File: config.mk
export PLATFORM = sky130hd
export DESIGN_NAME = itch_msg_assembler_flat
export DESIGN_NICKNAME = d
export VERILOG_FILES = /design/src/rtl/itch_msg_assembler_if.sv /design/src/rtl/itch_msg_assembler.sv /design/src/flat_wrapper.sv
export SDC_FILE = /design/constraint.sdc
export NUM_CORES = 2
export LEC_CHECK = 0
export CAP_MARGIN = 20
export CORE_UTILIZATION = 30
export DETAILED_ROUTE_END_ITERATION = 12
export PLACE_DENSITY = 0.57
export SYNTH_ARGS = -nofsm -noshare
export SYNTH_HDL_FRONTEND = slang
export SYNTH_SLANG_ARGS = --single-unit
File: constraint.sdc
create_clock -name clk -period 3.4 [get_ports clk]
set_input_delay 0.34 -clock clk [delete_from_list [all_inputs] [get_ports clk]]
set_output_delay 0.34 -clock clk [all_outputs]
set_load 0.02 [all_outputs]
File: src/rtl/itch_msg_assembler_if.sv
// Stream-in / message-out bundle between the ITCH byte source, the assembler
// and the downstream decoders.
interface itch_msg_assembler_if #(
  parameter int MAX_BYTES = 64
);
  logic                   in_valid;
  logic [7:0]             in_byte;
  logic [8*MAX_BYTES-1:0] payload;
  logic                   payload_valid;
  logic [7:0]             msg_type;
  logic [15:0]            msg_len;
  logic                   add_order_valid;
  logic                   truncated;
  logic                   len_err;
  logic [31:0]            msg_count;

  modport master (
    output in_valid, in_byte,
    input  payload, payload_valid, msg_type, msg_len,
    input  add_order_valid, truncated, len_err, msg_count
  );

  modport slave (
    input  in_valid, in_byte,
    output payload, payload_valid, msg_type, msg_len,
    output add_order_valid, truncated, len_err, msg_count
  );
endinterface

File: src/rtl/itch_msg_assembler.sv
// Packs length-prefixed ITCH messages into a left-aligned payload and strobes
// them out; optional add-order length check enabled by ITCH_LEN_CHECK_EN.
module itch_msg_assembler #(
  parameter int         MAX_BYTES      = 64,
  parameter logic [7:0] ADD_ORDER_TYPE = 8'h41,
  parameter int         ADD_ORDER_LEN  = 36
) (
  input logic                  clk,
  input logic                  rst,
  itch_msg_assembler_if.slave  bus
);
  localparam int          PW      = 8 * MAX_BYTES;
  localparam logic [15:0] MAX_LEN = 16'(MAX_BYTES);
  localparam logic [15:0] AO_LEN  = 16'(ADD_ORDER_LEN);
`ifdef ITCH_LEN_CHECK_EN
  localparam bit LEN_CHECK = 1'b1;
`else
  localparam bit LEN_CHECK = 1'b0;
`endif

  typedef enum logic [1:0] {LEN_HI, LEN_LO, BODY} state_t;

  state_t        state_q, state_d;
  logic [15:0]   len_q, len_d;
  logic [15:0]   cnt_q, cnt_d;
  logic [PW-1:0] buf_q, buf_d;
  logic          done;

  logic [PW-1:0] payload_q, payload_d;
  logic [7:0]    msg_type_q, msg_type_d;
  logic [15:0]   msg_len_q, msg_len_d;
  logic          trunc_q, trunc_d;
  logic          pv_q, pv_d;
  logic          aov_q, aov_d;
  logic          lerr_q, lerr_d;
  logic [31:0]   msg_cnt_q, msg_cnt_d;

  logic [7:0]    type_now;
  logic          trunc_now;
  logic          len_ok;
  logic          is_add;

  // Frame parser: length prefix, then body bytes into the staging buffer.
  always_comb begin
    state_d = state_q;
    len_d   = len_q;
    cnt_d   = cnt_q;
    buf_d   = buf_q;
    done    = 1'b0;
    case (state_q)
      LEN_HI: begin
        if (bus.in_valid) begin
          len_d   = {bus.in_byte, 8'h00};
          state_d = LEN_LO;
        end
      end
      LEN_LO: begin
        if (bus.in_valid) begin
          len_d = {len_q[15:8], bus.in_byte};
          if (len_d != 16'd0) begin
            buf_d   = '0;
            cnt_d   = '0;
            state_d = BODY;
          end else begin
            state_d = LEN_HI;
          end
        end
      end
      BODY: begin
        if (bus.in_valid) begin
          for (int i = 0; i < MAX_BYTES; i++) begin
            if (cnt_q == 16'(i)) buf_d[PW-1-8*i -: 8] = bus.in_byte;
          end
          cnt_d = cnt_q + 16'd1;
          if (cnt_d == len_q) begin
            done    = 1'b1;
            state_d = LEN_HI;
          end
        end
      end
      default: state_d = LEN_HI;
    endcase
  end

  // Output stage: captured only at message end so decoders see a stable word.
  always_comb begin
    type_now   = buf_d[PW-1 -: 8];
    trunc_now  = (len_q > MAX_LEN);
    len_ok     = !LEN_CHECK || (len_q == AO_LEN);
    is_add     = (type_now == ADD_ORDER_TYPE);
    payload_d  = payload_q;
    msg_type_d = msg_type_q;
    msg_len_d  = msg_len_q;
    trunc_d    = trunc_q;
    msg_cnt_d  = msg_cnt_q;
    pv_d       = 1'b0;
    aov_d      = 1'b0;
    lerr_d     = 1'b0;
    if (done) begin
      payload_d  = buf_d;
      msg_type_d = type_now;
      msg_len_d  = len_q;
      trunc_d    = trunc_now;
      msg_cnt_d  = msg_cnt_q + 32'd1;
      pv_d       = 1'b1;
      aov_d      = is_add && !trunc_now && len_ok;
      lerr_d     = is_add && !len_ok;
    end
  end

  always_ff @(posedge clk) begin
    buf_q <= buf_d;
    if (rst) begin
      state_q    <= LEN_HI;
      len_q      <= '0;
      cnt_q      <= '0;
      payload_q  <= '0;
      msg_type_q <= '0;
      msg_len_q  <= '0;
      trunc_q    <= 1'b0;
      pv_q       <= 1'b0;
      aov_q      <= 1'b0;
      lerr_q     <= 1'b0;
      msg_cnt_q  <= '0;
    end else begin
      state_q    <= state_d;
      len_q      <= len_d;
      cnt_q      <= cnt_d;
      payload_q  <= payload_d;
      msg_type_q <= msg_type_d;
      msg_len_q  <= msg_len_d;
      trunc_q    <= trunc_d;
      pv_q       <= pv_d;
      aov_q      <= aov_d;
      lerr_q     <= lerr_d;
      msg_cnt_q  <= msg_cnt_d;
    end
  end

  assign bus.payload         = payload_q;
  assign bus.payload_valid   = pv_q;
  assign bus.msg_type        = msg_type_q;
  assign bus.msg_len         = msg_len_q;
  assign bus.truncated       = trunc_q;
  assign bus.add_order_valid = aov_q;
  assign bus.len_err         = lerr_q;
  assign bus.msg_count       = msg_cnt_q;

endmodule

File: src/flat_wrapper.sv
// flat-port wrapper written by rule: the top's interface ports become plain ports
module itch_msg_assembler_flat 
#(
  parameter int         MAX_BYTES      = 64,
  parameter logic [7:0] ADD_ORDER_TYPE = 8'h41,
  parameter int         ADD_ORDER_LEN  = 36
)
  (clk, rst, bus_in_valid, bus_in_byte, bus_payload, bus_payload_valid, bus_msg_type, bus_msg_len, bus_add_order_valid, bus_truncated, bus_len_err, bus_msg_count);
  itch_msg_assembler_if #(.MAX_BYTES(MAX_BYTES)) bus_i ();
  input logic clk;
  input logic rst;
  input wire logic [$bits(bus_i.in_valid)-1:0] bus_in_valid;
  input wire logic [$bits(bus_i.in_byte)-1:0] bus_in_byte;
  output wire logic [$bits(bus_i.payload)-1:0] bus_payload;
  output wire logic [$bits(bus_i.payload_valid)-1:0] bus_payload_valid;
  output wire logic [$bits(bus_i.msg_type)-1:0] bus_msg_type;
  output wire logic [$bits(bus_i.msg_len)-1:0] bus_msg_len;
  output wire logic [$bits(bus_i.add_order_valid)-1:0] bus_add_order_valid;
  output wire logic [$bits(bus_i.truncated)-1:0] bus_truncated;
  output wire logic [$bits(bus_i.len_err)-1:0] bus_len_err;
  output wire logic [$bits(bus_i.msg_count)-1:0] bus_msg_count;
  assign bus_i.in_valid = bus_in_valid;
  assign bus_i.in_byte = bus_in_byte;
  assign bus_payload = bus_i.payload;
  assign bus_payload_valid = bus_i.payload_valid;
  assign bus_msg_type = bus_i.msg_type;
  assign bus_msg_len = bus_i.msg_len;
  assign bus_add_order_valid = bus_i.add_order_valid;
  assign bus_truncated = bus_i.truncated;
  assign bus_len_err = bus_i.len_err;
  assign bus_msg_count = bus_i.msg_count;
  itch_msg_assembler #(.MAX_BYTES(MAX_BYTES), .ADD_ORDER_TYPE(ADD_ORDER_TYPE), .ADD_ORDER_LEN(ADD_ORDER_LEN)) u_core (.clk(clk), .rst(rst), .bus(bus_i));
endmodule
=== Word-level counts from Yosys, hierarchy flattened ===
Cells that the tools add are included.

* $add $sub $neg: 2
* $lt $le $gt $ge: 1
* Equal/unequal tests: 72
* Multiplexer cells: 85
* Bitwise gates (word level): 2
* Reduce and logical (&&, ||, !) cells: 12

{| class="wikitable"
|+ Operators by type and width
! cell !! count
|-
| $mux 512 || 3
|-
| $pmux 512 s2 || 1
|-
| $mux 8 || 65
|-
| $eq 16x6->1 const B || 32
|-
| $eq 16x5->1 const B || 16
|-
| $eq 16x4->1 const B || 8
|-
| $eq 16x3->1 const B || 4
|-
| $mux 16 || 4
|-
| $pmux 16 s2 || 2
|-
| $add 32x1->32 const B || 1
|-
| $eq 16x2->1 const B || 2
|-
| $add 16x1->16 const B || 1
|-
| $eq 16x1->1 const B || 1
|-
| $eq 16x16->1 || 1
|-
| $gt 16x7->1 const B || 1
|-
| $logic_not 16->1 || 1
|-
| $reduce_bool 16->1 || 1
|-
| $mux 2 || 5
|-
| $eq 8x7->1 const B || 1
|-
| $reduce_and 4->1 || 2
|-
| $ne 2x2->1 const B || 3
|-
| $pmux 2 s3 || 1
|-
| $reduce_and 3->1 || 2
|-
| $mux 1 || 4
|-
| other kinds (9) || 12
|}

* Register bits after elaboration: 1117
* Input bits: 11
* Word-level logic and storage cells: 186

=== Longest topological paths before layout ===
* Depth in word-level cells: 7
* Depth in mapped cells: 14
* Mapped depth without buffers: 9

=== Least setup slack after synthesis ===
OpenSTA, ideal clock, no wires.

* Path type: reg-to-reg
* From: reg u_core.cnt_q[1]
* To: reg u_core.msg_cnt_q[21] (netlist: u_core.bus.msg_count[21])
* Data arrival time: 2.841 ns
* Slack: 0.427 ns
* Cell stages (with the launch flop): 14
* Path through: dfxtp_1 ha_1 clkbuf_1 nand3_1 nor2_1 xnor2_1 and4_1 o211ai_2 or3_1 buf_2 clkbuf_1 clkbuf_1 o31ai_1 a21oi_1

* Longest elaborated chain between the ends: 5

{| class="wikitable"
|+ RTL lines
! item !! RTL line !! source
|-
| from (decl) || itch_msg_assembler.sv:25 || <nowiki>logic [15:0] cnt_q, cnt_d;</nowiki>
|-
| from (signal assigned) || itch_msg_assembler.sv:128 || <nowiki>cnt_q <= cnt_d;</nowiki>
|-
| $add 16x1->16 || itch_msg_assembler.sv:74 || <nowiki>cnt_d = cnt_q + 16'd1;</nowiki>
|-
| $eq 16x16->1 || itch_msg_assembler.sv:75 || <nowiki>if (cnt_d == len_q) begin</nowiki>
|-
| $mux 1 || itch_msg_assembler.sv:75 ||
|-
| $mux 1 || itch_msg_assembler.sv:70 || <nowiki>if (bus.in_valid) begin</nowiki>
|-
| $mux 1 || itch_msg_assembler.sv:50 || <nowiki>case (state_q)</nowiki>
|-
| to (signal assigned) || itch_msg_assembler.sv:136 || <nowiki>msg_cnt_q <= msg_cnt_d;</nowiki>
|-
| to (decl) || itch_msg_assembler.sv:36 || <nowiki>logic [31:0] msg_cnt_q, msg_cnt_d;</nowiki>
|}

No other way between the ends.
A chain may end at the register's enable or synchronous reset.

=== Final worst setup path ===
* From: reg u_core.cnt_q[9]
* To: reg u_core.payload_q[376] (netlist: u_core.bus.payload[376])

{| class="wikitable"
|+ RTL lines
! item !! RTL line !! source
|-
| $eq 16x5->1 || itch_msg_assembler.sv:72 || <nowiki>if (cnt_q == 16'(i)) buf_d[PW-1-8*i -: 8] = bus.in_byte;</nowiki>
|-
| $mux 8 || itch_msg_assembler.sv:72 ||
|-
| $mux 512 || itch_msg_assembler.sv:70 ||
|-
| $pmux 512 s2 || itch_msg_assembler.sv:50 ||
|-
| via u_core.buf_d[376] || itch_msg_assembler.sv:26 || <nowiki>logic [PW-1:0] buf_q, buf_d;</nowiki>
|-
| to (signal assigned) || itch_msg_assembler.sv:129 || <nowiki>payload_q <= payload_d;</nowiki>
|-
| to (decl) || itch_msg_assembler.sv:29 || <nowiki>logic [PW-1:0] payload_q, payload_d;</nowiki>
|}

The timed path passes the listed nets, and every way through them passes these cells.

==> impl_results.rst <==
.. list-table::
   :header-rows: 1

   * - Metric
     - Value
   * - Setup tns final
     - 0 ps
   * - Critical path peak fanout
     - 16
   * - Slew of the pin with the lowest slew margin
     - 1040 ps
   * - Commonest non-fill, non-tap cells in the layout
     - 1109 x dfxtp_1, 1085 x nand2_1, 582 x a21oi_1
   * - Largest net degree at the start of global routing
     - 129
   * - Worst endpoint data arrival time
     - 3870 ps
   * - Area occupied by multi-input gates
     - 0.0145 sq mm
   * - Total area of sequential cells
     - 0.0222 sq mm
   * - Clock Path Buffers
     - 3
   * - Per-cell routed wire length
     - 21.7 microns
   * - Core Rows
     - between 100 and 150
   * - Via density
     - 5.02
   * - Finished layout cell area
     - 0.0500 sq mm
   * - Most common cell after layout, fill and taps aside
     - dfxtp_1
   * - Placement Setup Slack
     - about 96 ps
   * - Final Worst Setup Slack
     - 154 ps
   * - Internal power component
     - 20.7 mW
   * - Share of layout cells above drive strength 1
     - 0.0781
   * - Final Max Tran Viols
     - 0
   * - Total power per unit cell area
     - 546 mW/mm^2
   * - First-pass GRT wire length
     - slightly above 200000 microns
   * - Clock Latency Late Sink
     - 710 ps
   * - Critical path capture point
     - u_core.bus.payload[376]$_SDFFE_PP0P_
   * - Peak VDD IR
     - about 0.38 mV
   * - Final setup violation count
     - 0
   * - Predominant post-synthesis flop cell
     - dfxtp_1
   * - Final std cells w/o fill
     - between 6000 and 7000
   * - Syn Nets
     - 4157
   * - Final worst path period share
     - 0.955
   * - Worst R2R Start
     - u_core.cnt_q[9]$_SDFFE_PP0P_
   * - Status
     - finished clean
   * - Final HPWL DP
     - 90200 microns
   * - Horizontal extent of the die
     - around 360 microns
   * - Leak Pwr
     - 17.1 nW
   * - Buffers and inverters on the worst path
     - 0
   * - CP Cell Sequence
     - nor4_1 -> nand3_1 -> or3b_2 -> or2_2 -> nor2_1 -> a22o_1 -> nand2_1 -> a21oi_1
   * - Area share of the leading cell type in the synthesized netlist
     - 0.584
   * - Residual DRC count
     - 0
   * - CP startpoint
     - u_core.cnt_q[9]$_SDFFE_PP0P_
   * - FILL cells
     - approximately 12000
   * - Sequential share of the synthesized area
     - 0.584
   * - Worst Reg-to-Reg Cells
     - 8
   * - Critical path required time
     - 4030 ps
   * - Maximum cell stage delay along the critical path
     - about 720 ps
   * - Post-synth design cell area
     - 0.0380 sq mm
   * - Power share of the combinational group
     - 0.053
   * - Max transition margin
     - 0.305
   * - Path length in cells of the critical path
     - 8
   * - Mean cell area of the mapped netlist
     - roughly 9.2 sq um
   * - Die outline height
     - 358 microns
   * - Crit path time final
     - between 3000 and 4000 ps
   * - Worst reg2reg setup slack
     - around 150 ps
   * - Cell family with most CP delay
     - simple AND/OR/NAND/NOR gates
   * - Reg-to-reg endpoint
     - u_core.bus.payload[376]$_SDFFE_PP0P_
   * - Async SR Flop Fraction
     - 0
   * - Net count reported at finish
     - between 4000 and 5000
   * - Total congestion overflow
     - 0
   * - Clk pin slew, worst setup/hold paths
     - ~60 ps
   * - Drt initial violations
     - between 2000 and 2500
   * - Largest area contributor in the synthesized netlist
     - dfxtp_1
   * - Total via count in the routed design
     - between 30000 and 40000
   * - CTS H-tree depth
     - 3
   * - Total Wirelength
     - 139000 microns
   * - Final count of hold timing violations
     - 0
   * - Number of cells upsized or downsized after cts
     - 0
   * - Class of the most critical hold timing path
     - input port to flop
   * - Port-buffer cells
     - about 580
   * - TritonCTS Sinks
     - ~1100
   * - Achievable Freq
     - 308 MHz
   * - Floorplan core area
     - roughly 0.13 sq mm
   * - Part of the total power dissipated in the clock network
     - 0.469
   * - Antenna violation net count after detailed routing
     - 0
   * - Final worst clock skew
     - around 24 ps
   * - Post-place instance area
     - 0.0461 sq mm
   * - Syn Inst Count
     - ~4100
   * - Area of the die
     - 0.128 sq mm
   * - P_sw
     - about 6.6 mW
   * - Setup crit end kind
     - flop
   * - Top area cells in the synthesized netlist
     - dfxtp_1 58%, a22o_1 12%, nand2_1 11%
   * - Number of flops mapped to enable cells by yosys
     - 0
   * - Cell type of the slowest stage on the worst timing path
     - nor2_1
   * - Clock tree from TritonCTS
     - yes
   * - Cell at the root of the clock tree
     - clkbuf_16
   * - Total Power
     - 27.3 mW
   * - Sequential power share
     - 0.478
   * - Starting utilization of the core area
     - 0.302
   * - FF+latch count, synth
     - 1109
   * - Overall Global Routing Usage
     - 0.208
   * - TritonCTS buffer count
     - around 120
   * - Number of placed cells counting well taps
     - slightly above 6000
   * - Critical path startpoint category
     - flop
   * - Critical path start-end classification
     - flop to flop
   * - Number of distinct library cells after synthesis
     - ~60
   * - Number of primary I/O pins
     - 583
   * - Number of buffers inserted by post-CTS setup repair
     - 0
   * - Detailed Routing Iterations Pass 1
     - 5
   * - Initial antenna violation count
     - 5
   * - Setup repair after global routing missed its margin
     - no
   * - Yosys warning total
     - 0
   * - Signed area change from the synthesized netlist to the final layout
     - 31.6%
   * - Number of maximum-capacitance violations
     - 0
   * - Count of hold-fix buffers inserted at cts
     - 0
   * - Via count of the first global-routing pass
     - about 30000
   * - Net switching share of the total power
     - 0.243
   * - Placer Congestion
     - 0.849
[stage by stage]
step                      utilization  hold WS [ps]
after detailed placement        0.367           443
final                           0.398          64.2
after global placement          0.367           438
after floorplan                     -           443
after CTS                       0.398          19.9
after global routing            0.398          79.3
[cells by family (layout without fill, tap and decap cells)]
| logic type | after synthesis | after routing | share of synthesized area |
|---|---|---|---|
| other | 1 | 2 | 0.0000987 |
| muxes | 2 | 2 | 0.000560 |
| and+or+nand+nor | 1434 | 1434 | 0.155 |
| AOI/OAI and AO/OA | 1229 | 1229 | 0.216 |
| DFF | 1109 | 1109 | 0.584 |
| buffers and inverters | 327 | 951 | 0.0343 |
| adders and majority gates | 9 | 9 | 0.00296 |
| xor gates and xnor gates | 26 | 26 | 0.00600 |
[final cells by class]
| type | count | area share |
|---|---|---|
| clock buffers | 174 | 0.0672 |
| multi-input cells | 2701 | 0.291 |
| clock inverters | 36 | 0.00939 |
| inverters | 14 | 0.00105 |
| well taps | 1650 | 0.0413 |
| flip-flops and latches | 1109 | 0.444 |
| repair buffers | 727 | 0.146 |
| diodes | 1 | 0.0000501 |
[sequential cells by signal (all words and copies together) (netlist names)]
register and cells:
u_core.bus.payload_valid 1, u_core.bus.truncated 1, u_core.cnt_q 16, u_core.buf_q 512
u_core.bus.payload 504, u_core.state_q 2, u_core.len_q 16, u_core.bus.msg_count 32
u_core.bus.msg_len 16, u_core.bus.msg_type 8, u_core.bus.add_order_valid 1
[how the worst min path moves through the flow]
stage / start / endpoint / slack, ps / depth (start not counted)
after global placement: u_core.bus.payload[468]$_SDFFE_PP0P_ / u_core.bus.payload[468]$_SDFFE_PP0P_ / 440 / 2
after detailed placement: u_core.bus.payload[253]$_SDFFE_PP0P_ / u_core.bus.payload[253]$_SDFFE_PP0P_ / 440 / 2
after CTS: rst / u_core.bus.payload[488]$_SDFFE_PP0P_ / 20 / 2
after global routing: rst / u_core.bus.payload[488]$_SDFFE_PP0P_ / 80 / 2
final: rst / u_core.bus.payload[478]$_SDFFE_PP0P_ / 60 / 2
after floorplan: u_core.buf_q[136]$_DFF_P_ / u_core.buf_q[136]$_DFF_P_ / 440 / 1
[power by group through the flow]
stage	sequential, mW	combinational (mW)	clock (mW)
global route	13.0	1.54	13.6
floorplan	13.3	0.800	0
finish	13.1	1.44	12.8
global placement	13.3	1.43	0
detailed placement	13.3	1.43	0
CTS	13.0	1.44	13.1
[Yosys cell counts, types with 17 or more instances]
cell type / instances
dfxtp_1: 1109
nand2_1: 1086
a21oi_1: 582
a22o_1: 511
clkbuf_1: 262
nor2_1: 163
o21ai_1: 65
nand3_1: 35
buf_2: 23
o21ai_0: 21
nand4_1: 19
nor4_1: 18
xnor2_1: 18
or3_1: 17
[layer usage]
metal,vias up,global-route usage,part of all wire
li1,15400,-,-
met1,15600,0.299,0.47
met2,992,0.319,0.44
met3,189,0.0352,0.062
met4,0,0.0573,0.023
met5,-,0,0
(Power assumes the default switching activity.)
